--- src/rtl/lc3_pkg.sv ---
// Shared LC-3 control definitions: FSM state numbering, opcodes, datapath mux
// encodings and the packed control word consumed by the datapath.
package lc3_pkg;

    // LC-3 state numbers reach 35, so the state register needs six bits
    localparam int unsigned S_W = 6;

    typedef enum logic [S_W-1:0] {
        S0     = 6'd0,
        S1     = 6'd1,
        S2     = 6'd2,
        S3     = 6'd3,
        S4     = 6'd4,
        S5     = 6'd5,
        S6     = 6'd6,
        S7     = 6'd7,
        S9     = 6'd9,
        S12    = 6'd12,
        S14    = 6'd14,
        S15    = 6'd15,
        S16    = 6'd16,
        S18    = 6'd18,
        S20    = 6'd20,
        S21    = 6'd21,
        S22    = 6'd22,
        S23    = 6'd23,
        S25    = 6'd25,
        S27    = 6'd27,
        S28    = 6'd28,
        S30    = 6'd30,
        S32    = 6'd32,
        S33    = 6'd33,
        S35    = 6'd35,
        S_HALT = 6'd63
    } state_t;

    localparam logic [3:0] OP_BR   = 4'b0000;
    localparam logic [3:0] OP_ADD  = 4'b0001;
    localparam logic [3:0] OP_LD   = 4'b0010;
    localparam logic [3:0] OP_ST   = 4'b0011;
    localparam logic [3:0] OP_JSR  = 4'b0100;
    localparam logic [3:0] OP_AND  = 4'b0101;
    localparam logic [3:0] OP_LDR  = 4'b0110;
    localparam logic [3:0] OP_STR  = 4'b0111;
    localparam logic [3:0] OP_RTI  = 4'b1000;
    localparam logic [3:0] OP_NOT  = 4'b1001;
    localparam logic [3:0] OP_JMP  = 4'b1100;
    localparam logic [3:0] OP_RSV  = 4'b1101;
    localparam logic [3:0] OP_LEA  = 4'b1110;
    localparam logic [3:0] OP_TRAP = 4'b1111;

    typedef enum logic [1:0] {PCMUX_INC = 2'b00, PCMUX_BUS = 2'b01, PCMUX_ADDER = 2'b10} pcmux_t;
    typedef enum logic [1:0] {DRMUX_IR119 = 2'b00, DRMUX_R7 = 2'b01, DRMUX_R6 = 2'b10} drmux_t;
    typedef enum logic [1:0] {SR1MUX_IR119 = 2'b00, SR1MUX_IR86 = 2'b01} sr1mux_t;
    typedef enum logic [1:0] {
        A2_ZERO  = 2'b00,
        A2_OFF6  = 2'b01,
        A2_OFF9  = 2'b10,
        A2_OFF11 = 2'b11
    } addr2mux_t;
    typedef enum logic [1:0] {
        ALU_ADD   = 2'b00,
        ALU_AND   = 2'b01,
        ALU_NOT   = 2'b10,
        ALU_PASSA = 2'b11
    } aluk_t;

    typedef struct packed {
        logic      ld_mar;
        logic      ld_mdr;
        logic      ld_ir;
        logic      ld_pc;
        logic      ld_reg;
        logic      ld_cc;
        logic      gate_pc;
        logic      gate_mdr;
        logic      gate_alu;
        logic      gate_marmux;
        pcmux_t    pcmux;
        drmux_t    drmux;
        sr1mux_t   sr1mux;
        logic      addr1mux;
        addr2mux_t addr2mux;
        logic      marmux;
        aluk_t     aluk;
        logic      mio_en;
        logic      r_w;
        logic      halted;
    } ctrl_t;

endpackage

--- src/rtl/lc3_ctrl_decode.sv ---
// Combinational state -> control word decode for the LC-3 control FSM.
module lc3_ctrl_decode
    import lc3_pkg::*;
(
    input  state_t i_state,
    input  logic   i_mem_rdy,
    output ctrl_t  o_ctrl
);

    always_comb begin
        o_ctrl = '0;
        case (i_state)
            S18: begin
                o_ctrl.ld_mar  = 1'b1;
                o_ctrl.ld_pc   = 1'b1;
                o_ctrl.gate_pc = 1'b1;
                o_ctrl.pcmux   = PCMUX_INC;
            end
            S33, S25: begin
                o_ctrl.mio_en = 1'b1;
                o_ctrl.ld_mdr = 1'b1;
            end
            S35: begin
                o_ctrl.gate_mdr = 1'b1;
                o_ctrl.ld_ir    = 1'b1;
            end
            S1, S5, S9: begin
                o_ctrl.sr1mux   = SR1MUX_IR86;
                o_ctrl.ld_reg   = 1'b1;
                o_ctrl.ld_cc    = 1'b1;
                o_ctrl.gate_alu = 1'b1;
                o_ctrl.aluk     = (i_state == S5) ? ALU_AND :
                                  (i_state == S9) ? ALU_NOT : ALU_ADD;
            end
            S14: begin
                o_ctrl.addr2mux    = A2_OFF9;
                o_ctrl.marmux      = 1'b1;
                o_ctrl.gate_marmux = 1'b1;
                o_ctrl.ld_reg      = 1'b1;
            end
            S2, S3: begin
                o_ctrl.addr2mux    = A2_OFF9;
                o_ctrl.marmux      = 1'b1;
                o_ctrl.gate_marmux = 1'b1;
                o_ctrl.ld_mar      = 1'b1;
            end
            // Base+offset still travels through the adder path of MARMUX
            S6, S7: begin
                o_ctrl.addr1mux    = 1'b1;
                o_ctrl.sr1mux      = SR1MUX_IR86;
                o_ctrl.addr2mux    = A2_OFF6;
                o_ctrl.marmux      = 1'b1;
                o_ctrl.gate_marmux = 1'b1;
                o_ctrl.ld_mar      = 1'b1;
            end
            S27: begin
                o_ctrl.gate_mdr = 1'b1;
                o_ctrl.ld_reg   = 1'b1;
                o_ctrl.ld_cc    = 1'b1;
            end
            S23: begin
                o_ctrl.sr1mux   = SR1MUX_IR119;
                o_ctrl.aluk     = ALU_PASSA;
                o_ctrl.gate_alu = 1'b1;
                o_ctrl.ld_mdr   = 1'b1;
            end
            S16: begin
                o_ctrl.mio_en = 1'b1;
                o_ctrl.r_w    = 1'b1;
            end
            S22: begin
                o_ctrl.addr2mux = A2_OFF9;
                o_ctrl.pcmux    = PCMUX_ADDER;
                o_ctrl.ld_pc    = 1'b1;
            end
            S12, S20: begin
                o_ctrl.sr1mux   = SR1MUX_IR86;
                o_ctrl.addr1mux = 1'b1;
                o_ctrl.addr2mux = A2_ZERO;
                o_ctrl.pcmux    = PCMUX_ADDER;
                o_ctrl.ld_pc    = 1'b1;
            end
            S4: begin
                o_ctrl.gate_pc = 1'b1;
                o_ctrl.drmux   = DRMUX_R7;
                o_ctrl.ld_reg  = 1'b1;
            end
            S21: begin
                o_ctrl.addr2mux = A2_OFF11;
                o_ctrl.pcmux    = PCMUX_ADDER;
                o_ctrl.ld_pc    = 1'b1;
            end
            S15: begin
                o_ctrl.marmux      = 1'b0;
                o_ctrl.gate_marmux = 1'b1;
                o_ctrl.ld_mar      = 1'b1;
            end
            // R7 is written once, on the cycle the memory read completes
            S28: begin
                o_ctrl.mio_en  = 1'b1;
                o_ctrl.ld_mdr  = 1'b1;
                o_ctrl.gate_pc = 1'b1;
                o_ctrl.drmux   = DRMUX_R7;
                o_ctrl.ld_reg  = i_mem_rdy;
            end
            S30: begin
                o_ctrl.gate_mdr = 1'b1;
                o_ctrl.pcmux    = PCMUX_BUS;
                o_ctrl.ld_pc    = 1'b1;
            end
            S_HALT: begin
                o_ctrl.halted = 1'b1;
            end
            default: begin
                o_ctrl = '0;
            end
        endcase
    end

endmodule

--- src/rtl/lc3_ctrl_fsm.sv ---
// Multi-cycle LC-3 control unit: owns IR and BEN, sequences fetch/decode/execute
// and drives the datapath controls through lc3_ctrl_decode.
module lc3_ctrl_fsm
    import lc3_pkg::*;
(
    input  logic        clk,
    input  logic        rst,
    input  logic [15:0] main_bus,
    input  logic [2:0]  nzp,
    input  logic        mem_rdy,
    output logic [15:0] ir,
    output logic [5:0]  ld,
    output logic [3:0]  gate,
    output logic [1:0]  pcmux,
    output logic [1:0]  drmux,
    output logic [1:0]  sr1mux,
    output logic        addr1mux,
    output logic [1:0]  addr2mux,
    output logic        marmux,
    output logic [1:0]  aluk,
    output logic        mio_en,
    output logic        r_w,
    output logic        halted
);

    state_t      r_state;
    state_t      w_next;
    logic [15:0] r_ir;
    logic        r_ben;
    ctrl_t       w_ctrl;
    ctrl_t       w_out;

    lc3_ctrl_decode u_decode (
        .i_state   (r_state),
        .i_mem_rdy (mem_rdy),
        .o_ctrl    (w_ctrl)
    );

    always_ff @(posedge clk) begin
        if (!rst) begin
            r_state <= S18;
            r_ir    <= '0;
            r_ben   <= 1'b0;
        end else begin
            r_state <= w_next;
            if (w_ctrl.ld_ir) begin
                r_ir <= main_bus;
            end
            if (r_state == S32) begin
                r_ben <= |(r_ir[11:9] & nzp);
            end
        end
    end

    always_comb begin
        w_next = r_state;
        case (r_state)
            S18: w_next = S33;
            S33: if (mem_rdy) w_next = S35;
            S35: w_next = S32;
            S32: begin
                case (r_ir[15:12])
                    OP_BR:   w_next = S0;
                    OP_ADD:  w_next = S1;
                    OP_LD:   w_next = S2;
                    OP_ST:   w_next = S3;
                    OP_JSR:  w_next = S4;
                    OP_AND:  w_next = S5;
                    OP_LDR:  w_next = S6;
                    OP_STR:  w_next = S7;
                    OP_NOT:  w_next = S9;
                    OP_JMP:  w_next = S12;
                    OP_LEA:  w_next = S14;
                    OP_TRAP: w_next = S15;
                    default: w_next = S_HALT;
                endcase
            end
            S1, S5, S9, S14, S12, S20, S21, S22, S27, S30: w_next = S18;
            S2, S6:  w_next = S25;
            S25:     if (mem_rdy) w_next = S27;
            S3, S7:  w_next = S23;
            S23:     w_next = S16;
            S16:     if (mem_rdy) w_next = S18;
            S0:      w_next = r_ben ? S22 : S18;
            S4:      w_next = r_ir[11] ? S21 : S20;
            S15:     w_next = S28;
            S28:     if (mem_rdy) w_next = S30;
            S_HALT:  w_next = S_HALT;
            default: w_next = S18;
        endcase
    end

    // Every output, IR included, reads as zero while reset is held
    always_comb begin
        w_out = '0;
        if (rst) begin
            w_out = w_ctrl;
        end
    end

    assign ir       = (rst && !w_ctrl.halted) ? r_ir : '0;
    assign ld       = {w_out.ld_mar, w_out.ld_mdr, w_out.ld_ir,
                       w_out.ld_pc, w_out.ld_reg, w_out.ld_cc};
    assign gate     = {w_out.gate_pc, w_out.gate_mdr, w_out.gate_alu, w_out.gate_marmux};
    assign pcmux    = w_out.pcmux;
    assign drmux    = w_out.drmux;
    assign sr1mux   = w_out.sr1mux;
    assign addr1mux = w_out.addr1mux;
    assign addr2mux = w_out.addr2mux;
    assign marmux   = w_out.marmux;
    assign aluk     = w_out.aluk;
    assign mio_en   = w_out.mio_en;
    assign r_w      = w_out.r_w;
    assign halted   = w_out.halted;

endmodule

--- config.mk ---
export PLATFORM = sky130hd
export DESIGN_NAME = lc3_ctrl_fsm
export DESIGN_NICKNAME = d
export VERILOG_FILES = /design/src/rtl/lc3_pkg.sv /design/src/rtl/lc3_ctrl_decode.sv /design/src/rtl/lc3_ctrl_fsm.sv
export SDC_FILE = /design/constraint.sdc
export NUM_CORES = 1
export LEC_CHECK = 0
export BUFFER_PORTS_ARGS = -buffer_cell sky130_fd_sc_hd__buf_2
export CAP_MARGIN = 20
export CELL_PAD_IN_SITES_DETAIL_PLACEMENT = 1
export CELL_PAD_IN_SITES_GLOBAL_PLACEMENT = 1
export CORE_AREA = 3 3 77 79
export CTS_CLUSTER_SIZE = 24
export DETAILED_ROUTE_END_ITERATION = 8
export DIE_AREA = 0 0 80 82
export MAX_ROUTING_LAYER = met4
export PLACE_DENSITY_LB_ADDON = 0.1
export SLEW_MARGIN = 10
export SYNTH_ARGS = -nofsm -noshare
export SYNTH_HDL_FRONTEND = slang
export SYNTH_SLANG_ARGS = --single-unit
--- constraint.sdc ---
create_clock -name clk -period 5 [get_ports clk]
set_clock_uncertainty 0.1 [all_clocks]
set_input_delay 0.75 -clock clk [delete_from_list [all_inputs] [get_ports clk]]
set_output_delay 0.75 -clock clk [all_outputs]
set_load 0.05 [all_outputs]
### Yosys cells after proc, flatten, opt, wreduce, memory -nomap -nowiden

Memories as Yosys holds them, arrays and structs flattened. A register that Yosys moved wholly into a read port is not among the register bits.
Index checks and enable logic that the tools add are counted.

* register bits after elaboration: 23
* ROM bits: 96
* bits of input ports: 22
* output and inout port bits: 41
* logic and storage cells: 92
* memories kept: 1

Memory list
* (no name shown): words 16, width 6, read ports 1, clocked after Yosys merged registers in 1, write ports 0, RTL line lc3_ctrl_fsm.sv:62 `case (r_ir[15:12])`

* equal/unequal tests: 29
* mux-type cells: 33
* bitwise operators: 1
* reduce and logical (&&, ||, !) cells: 25

Operator list (number)
* case mux 6 bit (14 select lines): 1
* equality test 6 x 5 -> 1 bit, second input constant: 10
* OR reduction 4 bit: 7
* 2-to-1 mux 25 bit: 1
* equality test 6 x 3 -> 1 bit, second input constant: 4
* equality test 6 x 4 -> 1 bit, second input constant: 4
* equality test 6 bit, second input constant: 4
* 2-to-1 mux 6 bit: 4
* OR reduction 6 bit: 4
* 2-to-1 mux 1 bit: 17
* 2-to-1 mux 16 bit: 1
* equality test 6 x 2 -> 1 bit, second input constant: 2
* OR reduction 3 bit: 4
* 2-to-1 mux 4 bit: 2
* inequality test 2 bit, second input constant: 4
* case mux 2 bit (2 select lines): 2
* OR reduction 2 bit: 4
* OR reduction 7 bit: 1
* equality test 6 x 1 -> 1 bit, second input constant: 1
* logical NOT 6 bit: 1
* case mux 2 bit (3 select lines): 1
* OR reduction 5 bit: 1
* 2-to-1 mux 2 bit: 2
* AND reduction 4 bit: 1
* other kinds (5): 5

### Logic depth before layout (Yosys ltp)

* depth in word-level cells: 5
* mapped depth: 8
* depth with buffers taken out: 7

### Cells and area by module

From an unflattened synthesis, not the netlist that was laid out.

* cells, all modules: 301
* area, all modules: 2304.7 um^2

By module, submodules not included
* lc3_ctrl_fsm: instances 1, cells an instance 209, area each 1725.4 um^2, seq. area each 560.5 um^2
* lc3_ctrl_decode: instances 1, cells an instance 92, area each 579.3 um^2, seq. area each 0.0 um^2

### Least setup slack after synthesis

No wires, ideal clock.

* kind: input-to-output
* start: in rst
* end: out aluk[0]
* arrival: 2804 ps
* required time: 4150 ps
* path slack: 1346 ps
* cell stages on the path: 4
* buffers on the path: 0
* cell sequence: clkinv_1 nor2_1 nand2_1 nor4_1

* longest elaborated chain between the ends: 1

Ends and longest elaborated chain
* start: declaration: RTL line lc3_ctrl_fsm.sv:7 `input logic rst,`
* 2-to-1 mux 25 bit: RTL line lc3_ctrl_fsm.sv:96 `if (rst) begin`
* end: declaration: RTL line lc3_ctrl_fsm.sv:20 `output logic [1:0] aluk,`

No other way between the ends.

### Worst setup path in the final report

* start: reg r_state[0]
* end: out ir[3]

* longest elaborated chain between the ends: 5

Ends and longest elaborated chain
* start: declaration: RTL line lc3_ctrl_fsm.sv:26 `state_t r_state;`
* start signal: assignment: RTL line lc3_ctrl_fsm.sv:45 `r_state <= w_next;`
* equality test 6 bit: RTL line lc3_ctrl_decode.sv:12 `case (i_state)`
* 2-to-1 mux 1 bit: RTL line lc3_ctrl_decode.sv:12
* logical NOT 1 bit: RTL line lc3_ctrl_fsm.sv:101 `assign ir = (rst && !w_ctrl.halted) ? r_ir : '0;`
* logical AND 1 bit: RTL line lc3_ctrl_fsm.sv:101
* 2-to-1 mux 16 bit: RTL line lc3_ctrl_fsm.sv:101
* end: declaration: RTL line lc3_ctrl_fsm.sv:11 `output logic [15:0] ir,`

No other way between the ends.

==> results.sh <==
export IMPL_synth_seq_cells=28
export IMPL_grt_setup_unrepaired="no"
export IMPL_drt_total_wl_mm=6.07
export IMPL_slew_violations=0
export IMPL_grt_start_max_net_pins=31
export IMPL_die_w_um=80
export IMPL_status="completed"
export IMPL_layout_setup_ws_ps=1590
export IMPL_power_leakage_nw=1.00
export IMPL_slew_headroom=0.371
export IMPL_die_h_um=82
export IMPL_async_flop_share=0
export IMPL_synth_cell_types=49
export IMPL_drc_errors=0
export IMPL_drive_gt1_frac=0.242
export IMPL_core_um2=5410
export IMPL_dr_pass1_iters=4
export IMPL_timing_hold_ws_ps=358
export IMPL_min_path_type="reg2reg"
export IMPL_grt_overflow_total=0
export IMPL_post_dp_hpwl_mm=4.47
export IMPL_num_rows=27
export IMPL_crit_fanout=27
export IMPL_cts_root_buf="clkbuf_8"
export IMPL_clk_latency_ps=270
export IMPL_ioPinCount=63
export IMPL_antenna_left=0
export IMPL_htreeDepth=1
export IMPL_synth_cells=282
export IMPL_numCtsBuffers=3
export IMPL_r2r_cells=7
export IMPL_n_antenna_cell=0
export IMPL_path_clk_slew_ps=100
export IMPL_post_cts_buffers=0
export IMPL_required_ps=4150
export IMPL_worst_pin_slew_ps=941
export IMPL_cp_end_kind="primary output"
export IMPL_syn_area_per_cell_um2=7.10
export IMPL_min_period_ps=3410
export IMPL_synth_edf_count=0
export IMPL_grt_pass1_vias=2088
export IMPL_register_area_um2=561
export IMPL_p_per_area_nw_per_um2=405
export IMPL_fin_crit_sh=0.681
export IMPL_critPathKind="reg2out"
export IMPL_finalSetupTns_ps=0
export IMPL_critPathLaunchType="register"
export IMPL_nets=350
export IMPL_hold_depth=2
export IMPL_finalHoldViolations=0
export IMPL_synth_area_um2=2000
export IMPL_gp_congestion=0.816
export IMPL_initial_core_util=0.371
export IMPL_dieArea_um2=6560
export IMPL_cts_resized=0
export IMPL_io_buffers=60
export IMPL_yosysWarnings=0
export IMPL_clock_sinks=28
export IMPL_synth_flop_cell="dfxtp_1"
export IMPL_fillCellCount=759
export IMPL_vias=2118
export IMPL_hold_buffers=0
export IMPL_critPathArrivalTime_ps=2560
export IMPL_p_total_mw=0.952
export IMPL_grt_usage=0.196
export IMPL_grt_pass1_wl_mm=10.1
export IMPL_cts_tree="yes"
export IMPL_post_drt_wl_per_cell_um=15.2
export IMPL_cts_buffer_depth=2
export IMPL_worst_ir_drop_vdd_uv=146
export IMPL_max_freq_ghz=0.294
export IMPL_vias_per_cell=5.32
export IMPL_setup_violations=0
export IMPL_antenna_found_initial=0
export IMPL_area_growth_pct=17.4
export IMPL_multi_input_area_um2=1280
export IMPL_dpl_worst_slack_ps=1680
export IMPL_first_iter_violations=135
export IMPL_ys_seq_area_frac=0.280
export IMPL_drv_cap=0
-- cell usage after synthesis (3+ instances only) --
| master | count | area (um2) |
|---|---|---|
| o31ai_1 | 3 | 22.5 |
| nand3_1 | 11 | 55.1 |
| o32ai_1 | 3 | 26.3 |
| nor2_1 | 28 | 105 |
| a21oi_1 | 33 | 165 |
| nor4_1 | 3 | 18.8 |
| dfxtp_1 | 28 | 561 |
| inv_1 | 5 | 18.8 |
| nor3_1 | 7 | 35.0 |
| xnor2_1 | 3 | 26.3 |
| clkbuf_1 | 9 | 33.8 |
| buf_2 | 9 | 45.0 |
| a211oi_1 | 4 | 30.0 |
| mux2i_1 | 4 | 40.0 |
| nor2b_1 | 6 | 37.5 |
| and2_1 | 19 | 119 |
| and3_1 | 3 | 18.8 |
| a22oi_1 | 3 | 22.5 |
| nand4_1 | 3 | 18.8 |
| buf_4 | 4 | 30.0 |
| o21ai_0 | 6 | 30.0 |
| nand2b_1 | 7 | 43.8 |
| nand2_1 | 47 | 176 |
-- cells by family after synthesis --
| group | Yosys count | synth area share |
|---|---|---|
| XOR/XNOR | 5 | 0.0219 |
| other | 1 | 0.00187 |
| multiplexers | 6 | 0.0312 |
| adder cells (fa/ha/maj) | 1 | 0.00625 |
| AND/OR/NAND/NOR | 140 | 0.351 |
| flip-flops | 28 | 0.280 |
| buffers and inverters | 32 | 0.0806 |
| AO/OA/AOI/OAI | 69 | 0.227 |
-- worst max-delay path, stage by stage (launching register included) --
cell and delay [ps]:
dfxtp_1 630, nand2_1 330, nor2_1 100, nor2_1 720
and2_1 240, buf_2 260
-- path summary, 6_finish.rpt --
path	slack, ps	endpoint	startpoint
max	1590	ir[3]	r_state[0]
min	360	r_ir[7]	r_ir[7]
max reg2reg	2240	register	r_state[0]
min reg2reg	360	r_ir[7]	r_ir[7]
-- layer usage --
| layer | track usage | up-vias | wire, um |
|---|---|---|---|
| li1 | - | 1060 | - |
| met3 | 0.0186 | 6 | 241 |
| met4 | 0.0456 | 0 | 71 |
| met2 | 0.342 | 52 | 3050 |
| met5 | - | - | 0 |
| met1 | 0.245 | 1000 | 2700 |
-- power breakdown --
part / internal (mW) / leakage [nW] / total (mW) / switching, mW
sequential: 0.244 / 0.227 / 0.298 / 0.0542
clock: 0.0705 / 0.0288 / 0.140 / 0.0694
combinational: 0.161 / 0.746 / 0.514 / 0.353
-- cell type report --
class,instances,area share
repair buffers,65,0.144
multi-input cells,223,0.547
clock buffers,4,0.0234
flip-flops and latches,28,0.238
inverters,6,0.00958
well taps,72,0.0383
-- placed cells by master, fill, tap and decap left out, types with 3 or more instances in the layout --
cell       n
buf_2     60
nand2_1   47
a21oi_1   33
nor2_1    28
dfxtp_1   28
and2_1    19
nand3_1   11
nand2b_1   7
nor3_1     7
o21ai_0    6
nor2b_1    6
inv_1      5
buf_4      5
mux2i_1    4
a211oi_1   4
clkbuf_8   4
xnor2_1    3
o31ai_1    3
and3_1     3
a22oi_1    3
o32ai_1    3
nor4_1     3
nand4_1    3
-- metrics by stage --
stage	cell area, um2	instances	utilization
finish	2350	398	0.435
CTS	2350	398	0.435
floorplan	2010	283	-
global route	2350	398	0.435
detailed placement	2300	394	0.425
global placement	2300	394	0.425
No activity file was read; power rests on OpenSTA's default activity.
